[src/rtl/uc_fsm_mc.sv]
// Multicycle MIPS control unit: IF/ID/EX/MA/WB sequencer
// with stretchable memory cycles and illegal-encoding trap.
module uc_fsm_mc #(
  parameter int MEM_LAT = 0
) (
  input  logic       CLK,
  input  logic       CLR,
  input  logic [5:0] Op,
  input  logic [5:0] Funct,
  output logic       PCWrite,
  output logic       BranchEq,
  output logic       BranchNeq,
  output logic       IorD,
  output logic       MemWrite,
  output logic       IRWrite,
  output logic       RegDst,
  output logic       MemtoReg,
  output logic       RegWrite,
  output logic       ALUSrcA,
  output logic       SignZero,
  output logic       Jal,
  output logic [1:0] ALUSrcB,
  output logic [2:0] ALUControl,
  output logic [1:0] PCSrc,
  output logic [2:0] State,
  output logic       Illegal,
  output logic       IllegalSticky
);

  localparam int CW = (MEM_LAT > 0) ? $clog2(MEM_LAT + 1) : 1;

  localparam logic [2:0] ALU_ADD = 3'b000;
  localparam logic [2:0] ALU_SUB = 3'b001;
  localparam logic [2:0] ALU_OR  = 3'b010;
  localparam logic [2:0] ALU_AND = 3'b011;
  localparam logic [2:0] ALU_NOR = 3'b100;
  localparam logic [2:0] ALU_SLT = 3'b101;
  localparam logic [2:0] ALU_SLTU = 3'b110;
  localparam logic [2:0] ALU_LUI = 3'b111;

  typedef enum logic [2:0] {
    S_IF = 3'd0,
    S_ID = 3'd1,
    S_EX = 3'd2,
    S_MA = 3'd3,
    S_WB = 3'd4
  } state_e;

  state_e        state_q, state_d;
  logic [CW-1:0] cnt_q, cnt_d;
  logic          sticky_q, sticky_d;
  logic          last;

  logic is_r, is_j, is_jal, is_beq, is_bne;
  logic is_lw, is_sw, is_andi, is_ori, is_jr;
  logic r_ok, op_ok, illegal_enc;
  logic [2:0] r_alu, i_alu;

  assign is_r    = (Op == 6'h00);
  assign is_j    = (Op == 6'h02);
  assign is_jal  = (Op == 6'h03);
  assign is_beq  = (Op == 6'h04);
  assign is_bne  = (Op == 6'h05);
  assign is_andi = (Op == 6'h0C);
  assign is_ori  = (Op == 6'h0D);
  assign is_lw   = (Op == 6'h23);
  assign is_sw   = (Op == 6'h2B);
  assign is_jr   = is_r && (Funct == 6'h08);

  assign r_ok = Funct inside {6'h08, 6'h20, 6'h21, 6'h22,
                              6'h23, 6'h24, 6'h25, 6'h27,
                              6'h2A, 6'h2B};
  assign op_ok = Op inside {6'h02, 6'h03, 6'h04, 6'h05,
                            6'h08, 6'h09, 6'h0A, 6'h0C,
                            6'h0D, 6'h0F, 6'h23, 6'h2B};
  assign illegal_enc = is_r ? !r_ok : !op_ok;

  // Final cycle of a (possibly stretched) memory state
  assign last = (MEM_LAT == 0) || (cnt_q == CW'(MEM_LAT));

  always_comb begin
    r_alu = ALU_ADD;
    case (Funct)
      6'h22, 6'h23: r_alu = ALU_SUB;
      6'h24:        r_alu = ALU_AND;
      6'h25:        r_alu = ALU_OR;
      6'h27:        r_alu = ALU_NOR;
      6'h2A:        r_alu = ALU_SLT;
      6'h2B:        r_alu = ALU_SLTU;
      default:      r_alu = ALU_ADD;
    endcase
  end

  always_comb begin
    i_alu = ALU_ADD;
    unique case (1'b1)
      (Op == 6'h0A): i_alu = ALU_SLT;
      is_andi:       i_alu = ALU_AND;
      is_ori:        i_alu = ALU_OR;
      (Op == 6'h0F): i_alu = ALU_LUI;
      default:       i_alu = ALU_ADD;
    endcase
  end

  always_ff @(posedge CLK or negedge CLR) begin
    if (!CLR) begin
      state_q  <= S_IF;
      cnt_q    <= '0;
      sticky_q <= 1'b0;
    end else begin
      state_q  <= state_d;
      cnt_q    <= cnt_d;
      sticky_q <= sticky_d;
    end
  end

  always_comb begin
    state_d  = state_q;
    cnt_d    = '0;
    sticky_d = sticky_q | Illegal;
    if ((state_q == S_IF || state_q == S_MA) && !last)
      cnt_d = cnt_q + CW'(1);
    unique case (state_q)
      S_IF: state_d = last ? S_ID : S_IF;
      S_ID: begin
        if (illegal_enc || is_j || is_jal) state_d = S_IF;
        else                                state_d = S_EX;
      end
      S_EX: begin
        if (is_jr || is_beq || is_bne) state_d = S_IF;
        else if (is_lw || is_sw)       state_d = S_MA;
        else                           state_d = S_WB;
      end
      S_MA: begin
        if (!last)      state_d = S_MA;
        else if (is_lw) state_d = S_WB;
        else            state_d = S_IF;
      end
      S_WB:    state_d = S_IF;
      default: state_d = S_IF;
    endcase
  end

  always_comb begin
    PCWrite    = 1'b0;
    BranchEq   = 1'b0;
    BranchNeq  = 1'b0;
    IorD       = 1'b0;
    MemWrite   = 1'b0;
    IRWrite    = 1'b0;
    RegDst     = 1'b0;
    MemtoReg   = 1'b0;
    RegWrite   = 1'b0;
    ALUSrcA    = 1'b0;
    SignZero   = 1'b0;
    Jal        = 1'b0;
    ALUSrcB    = 2'b00;
    ALUControl = ALU_ADD;
    PCSrc      = 2'b00;
    State      = 3'd0;
    Illegal    = 1'b0;
    // Held reset silences every control, not just the state
    if (CLR) begin
      State = state_q;
      unique case (state_q)
        S_IF: begin
          ALUSrcB = 2'b01;
          IRWrite = last;
          PCWrite = last;
        end
        S_ID: begin
          ALUSrcB = 2'b11;
          if (illegal_enc) begin
            Illegal = 1'b1;
          end else if (is_j || is_jal) begin
            PCWrite  = 1'b1;
            PCSrc    = 2'b10;
            RegWrite = is_jal;
            Jal      = is_jal;
          end
        end
        S_EX: begin
          if (is_jr) begin
            PCWrite = 1'b1;
            PCSrc   = 2'b11;
          end else if (is_r) begin
            ALUSrcA    = 1'b1;
            ALUControl = r_alu;
          end else if (is_beq || is_bne) begin
            ALUSrcA    = 1'b1;
            ALUControl = ALU_SUB;
            PCSrc      = 2'b01;
            BranchEq   = is_beq;
            BranchNeq  = is_bne;
          end else begin
            ALUSrcA    = 1'b1;
            ALUSrcB    = 2'b10;
            SignZero   = is_andi | is_ori;
            ALUControl = i_alu;
          end
        end
        S_MA: begin
          IorD     = 1'b1;
          MemWrite = is_sw;
        end
        S_WB: begin
          RegWrite = 1'b1;
          RegDst   = is_r;
          MemtoReg = is_lw;
        end
        default: ;
      endcase
    end
  end

  assign IllegalSticky = sticky_q;

endmodule

[config.mk]
export PLATFORM = sky130hd
export DESIGN_NAME = uc_fsm_mc
export DESIGN_NICKNAME = d
export VERILOG_FILES = /design/src/rtl/uc_fsm_mc.sv
export SDC_FILE = /design/constraint.sdc
export NUM_CORES = 1
export LEC_CHECK = 0
export BUFFER_PORTS_ARGS = -buffer_cell sky130_fd_sc_hd__buf_4
export CAP_MARGIN = 20
export CORE_MARGIN = 10
export CORE_UTILIZATION = 25
export DETAILED_ROUTE_END_ITERATION = 10
export GPL_ROUTABILITY_DRIVEN = 0
export SLEW_MARGIN = 20
export SYNTH_ARGS = -nofsm -noshare
export SYNTH_HDL_FRONTEND = slang
export SYNTH_SLANG_ARGS = --single-unit
[constraint.sdc]
create_clock -name CLK -period 1.54 [get_ports CLK]
set_clock_uncertainty 0.2 [all_clocks]
set_input_delay 0.154 -clock CLK [delete_from_list [all_inputs] [get_ports CLK]]
set_output_delay 0.154 -clock CLK [all_outputs]
set_load 0.01 [all_outputs]
# Word-level counts from Yosys, hierarchy flattened
# Index checks and enable logic that the tools add are counted.
dict set report word_totals {
  reg_bits 4
  out_inout_bits 24
}
dict set report classes {
  eq_ne 26
  muxes 68
  n_bitwise 2
  n_reduce_logical 15
}
# op n
set op_table {}
lappend op_table {{$eq 6x6->1 const B} 11}
lappend op_table {{$mux 1} 43}
lappend op_table {{$eq 6x4->1 const B} 7}
lappend op_table {{$mux 3} 9}
lappend op_table {{$pmux 3 s4} 2}
lappend op_table {{$mux 2} 9}
lappend op_table {{$pmux 3 s6} 1}
lappend op_table {{$eq 6x2->1 const B} 2}
lappend op_table {{$eq 6x3->1 const B} 2}
lappend op_table {{$reduce_bool 12->1} 1}
lappend op_table {{$reduce_bool 10->1} 1}
lappend op_table {{$logic_or 1x1->1} 7}
lappend op_table {{$eq 3x2->1 const B} 2}
lappend op_table {{$logic_not 6->1} 1}
lappend op_table {{$pmux 2 s3} 1}
lappend op_table {{$pmux 2 s2} 1}
lappend op_table {{$eq 3x1->1 const B} 1}
lappend op_table {{$eq 3x3->1 const B} 1}
lappend op_table {{$logic_not 3->1} 1}
lappend op_table {{$pmux 1 s3} 1}
lappend op_table {{$logic_not 1->1} 2}
lappend op_table {{$or 1x1->1} 2}
lappend op_table {{$pmux 1 s2} 1}
lappend op_table {{$reduce_or 2->1} 1}
lappend op_table {{$logic_and 1x1->1} 1}

# Logic depth before layout (Yosys ltp)
dict set report depth {
  word_depth 8
  ltp_mapped 5
  ltp_nobuf 4
}

# Least setup slack after synthesis
# Ideal clock, no wire load.
dict set report synth_timing {
  path_type {register to output}
  start {reg state_q[1]}
  end {out ALUControl[0]}
  arrival_ps 1588
  t_required_ps 1186
  slack_ps -402
  path_stages_with_launch 6
  path_buffers 1
  path_cell_list {dfrtp_1 -> buf_2 -> and2b_1 -> nand2_1 -> or2_2 -> a2111oi_1}
}
dict set report synth_via {
  elab_chain_len 3
}
# element line
set synth_rtl {}
lappend synth_rtl {{start, declared} 49} ;# state_e state_q, state_d;
lappend synth_rtl {{start signal, assigned} 111} ;# state_q <= state_d;
lappend synth_rtl {{$eq 3x2->1} 165} ;# unique case (state_q)
lappend synth_rtl {{$mux 3} 165}
lappend synth_rtl {{$mux 3} 163} ;# if (CLR) begin
lappend synth_rtl {{end, declared} 23} ;# output logic [2:0] ALUControl,
# Every way passes these cells.

# Worst setup path after layout
dict set report layout_timing {
  start {reg state_q[0]}
  end {out ALUControl[0]}
}
# The elaborated chain is that of the path after synthesis.

==> results <==
- Across the run, the number of max-cap violations was 0.
- No sink is reached through more buffers than the 2 on the longest clock path.
- The final period demand of the worst path is 1.96 ns.
- The die covers 5890 µm².
- The CTS sink count is 4.
- The pre-CTS setup slack is -0.366 ns.
- The flow ran to the end, but the final reports show violations.
- The initial DRC count is 59.
- The overall power is 1230 µW.
- In this run the top signal layer used is met4.
- The post-synthesis net count is 133.
- The largest voltage drop on the vdd net is 0.314 mV.
- The number of buffers and inverters on the critical path is 1.
- STA puts the critical path data required time at 1.19 ns.
- The worst setup path is captured at an output pin.
- Summing over every cut layer, the via total after detailed routing is 1229.
- The min-delay analysis places its worst path in the category input port to flop.
- TritonCTS built the clock tree.
- The worst slew slack as a fraction of its limit is 0.678.
- Dividing total power by cell area gives a power density of 645 nW/µm².
- The wire length per cell after detailed routing is 15.0 µm.
- In this design, the stage delay of the slowest critical-path cell is 0.40 ns.
- The core area is 3080 µm².
- The total leakage power is 0.000833 µW.
- Setup violations remaining at the end of the flow were counted as 23.
- The slew at the pin closest to its max-slew limit is 0.479 ns.
- The count of final max-slew check failures is 0.
- The routed metal-1 wire length is 1640 µm.
- Leaving out filler cells and counting taps, the final layout contains 253.
- The flip-flop cell with the highest count after synthesis is dfrtp_1.
- The number of input and output port buffers inserted is 37.
- Setup repair after global routing could not meet its margin everywhere.
- The most area-hungry cell type in the Yosys netlist is dfrtp_1.
- The maximum clock frequency is 0.511 GHz.
- Detailed placement ended at an HPWL of 2860 µm.
- The post-synthesis to final-layout area growth is 137%.
- The die boundary width is 76.7 µm.
- The summed area of non-filler cells in the final layout is 1900 µm².
- Synthesis handed over a netlist of 119 instances.
- After detailed routing, the met2 layer carries 1930 µm of wire.
- Counting flops and latches in the post-synthesis netlist gives 4.
- The number of antenna violations at the first check in global routing is 0.
- The clock-pin transition on the worst setup and hold timing paths is 0.04 ns.
- The wire length of the first global-routing pass is 6090 µm.
- The number of iterations in the first detailed-routing pass is 4.
- The final antenna-violating net count is 0.
- The final net count is 225.
- The die height is 76.7 µm.
- The final number of hold-violating endpoints is 0.
- After detailed placement, the total cell area comes to 1500 µm².
- The cell at the root of the clock tree is clkbuf_4.
- Setup slack on the critical path of the routed design comes to -0.417 ns.
- CTS built an H-tree with a depth of 1.
- Wires add up to 3800 µm.
- The clock insertion delay at the later pin of the skew report is 0.24 ns.
- Traced cell by cell, the critical path runs through and2b_1 > nand2_2 > or2_4 > a2111oi_4 > buf_4.
- 38 I/O pins were placed.
- Sorting the synthesized cells by area gives the leading types as dfrtp_1, nor2_1, nand2b_1.
- The data arrival time at the worst-slack endpoint is 1.60 ns.
- The pin count of the biggest net entering global routing is 13.
- The initial core utilization is 0.261.
- The proportion of layout cells with a drive suffix above 1 is 0.699.
- Of the synthesized area, sequential elements account for 0.124.
- Using the TritonRoute via totals, the vias-per-cell ratio works out to 4.86.
- The checks that failed: setup timing.
- The top-area cell type share of the netlist area is 0.124.
- For this run, the number of Yosys warnings is 0.
- For this run, asynchronously set or reset flops after synthesis account for 1.00.
- The slowest stage of the critical path belongs to the cell dfrtp_1.
- The TritonCTS buffer count is 3.
- The number of cell rows is 20.
- The maximum fanout count along the critical path is 5.
- Dividing the synthesized area by the synthesized cell count gives 6.76 µm².
- Fill cells in the final layout number 257.
- The leading cell type in the layout, fill and taps excluded is buf_4.
- The via count of the first global-routing pass is 1292.
- Including well taps, the total number of placed cells is 235.
- The count of antenna diodes in the layout is 0.
- The period utilization is 1.27.
- In this run the cell area of the synthesized design comes to 805 µm².
- For this run, the total global-route usage over all layers was measured as 0.120.
- The netlist uses 44 different library cells.
- The total overflow left after global routing is 0.
- Grouping stages by cell kind, the critical path spends the most delay in simple AND/OR/NAND/NOR gates.
- In this run, synthesis inferred 0 flip-flops with an integrated enable.
- The kind of critical path is flop to output pin.
- Wire segments on met3 add up to 179 µm in the final route.
- The worst setup path is launched from a flop.
- In the routed design, unresolved DRC markers number 0.
- The library cells used most frequently in the layout, excluding fill and tap cells, are buf_4, buf_6, nor2_1, nor2_4.
worst paths after layout:
| kind | start | endpoint | slack, ns | cells past startpoint |
|---|---|---|---|---|
| worst min register to register | IllegalSticky | IllegalSticky | 0.28 | 2 |
| worst max register to register | state_q[0] | state_q[2] | -0.31 | 6 |
| worst min-delay path | Op[1] | state_q[1] | 0.19 | 5 |
| min in group asynchronous | CLR | IllegalSticky | 0.24 | 3 |
| worst max-delay path | state_q[0] | ALUControl[0] | -0.42 | 5 |
| max in group asynchronous | CLR | state_q[0] | 0.73 | 3 |
final cells by class:
cell class,instances,area [µm²],area share
repair buffers,93,783,0.412
well taps,44,55.1,0.0289
clock buffers,3,22.5,0.0118
multi-input cells,103,920,0.483
flip-flops and latches,4,100,0.0526
inverters,6,22.5,0.0118
routing by layer:
| layer | global-route usage | up-vias |
|---|---|---|
| li1 | - | 623 |
| met1 | 0.139 | 571 |
| met2 | 0.218 | 31 |
| met3 | 0.0221 | 4 |
| met4 | 0.0353 | 0 |
| met5 | 0 | - |
timing repair:
item	CTS	global route
buffers inserted	11	11
hold buffers	1	0
endpoints found under the setup margin	22	25
cloned	0	0
gates resized for setup	47	22
hold endpoints to repair	4	0
pin swaps	15	15
worst register-to-register path, delay by kind of cell, from the launching register on:
kind	cells	cell delay, ns
AOI/OAI and AO/OA	1	0.23
buffers and inverters	4	0.45
DFF	1	0.40
and+or+nand+nor	1	0.48
where the power goes:
part | total [µW] | internal [µW] | leakage (µW) | switching [µW]
registers | 151 | 127 | 0.0000480 | 24.0
clock network | 134 | 87.4 | 0.0000138 | 47.1
logic | 943 | 533 | 0.000772 | 410
total | 1230 | 747 | 0.000833 | 481
synthesized netlist by cell type (3+ instances only):
master    number
nand3b_1       3
inv_1          6
o21ai_0        3
nor3_1         5
nand2_1        6
or2_2          4
nor2b_1        5
dfrtp_1        4
and3_1         5
nand3_1        5
and2_1         4
clkbuf_1       3
a21oi_1        8
nor2_1        13
nand2b_1       7
stage by stage:
step / hold WS [ns] / utilization / setup TNS [ns]
floorplan: -0.342 / - / -0.151
global placement: -0.126 / 0.488 / -3.85
detailed placement: -0.122 / 0.488 / -4.12
CTS: 0.172 / 0.580 / -5.28
global route: 0.209 / 0.618 / -7.76
finish: 0.186 / 0.618 / -6.10
cell families after synthesis:
kind of cell    after synthesis  share of synthesized area
flops                         4                      0.124
buf+inv                      12                     0.0638
compound gates               27                      0.232
xor+xnor                      1                     0.0109
simple gates                 75                      0.569
sequential cells by signal, indices dropped and copies added, names as in the netlist:
register / count
IllegalSticky: 1
state_q: 3
Power figures use the tool's default switching activity.
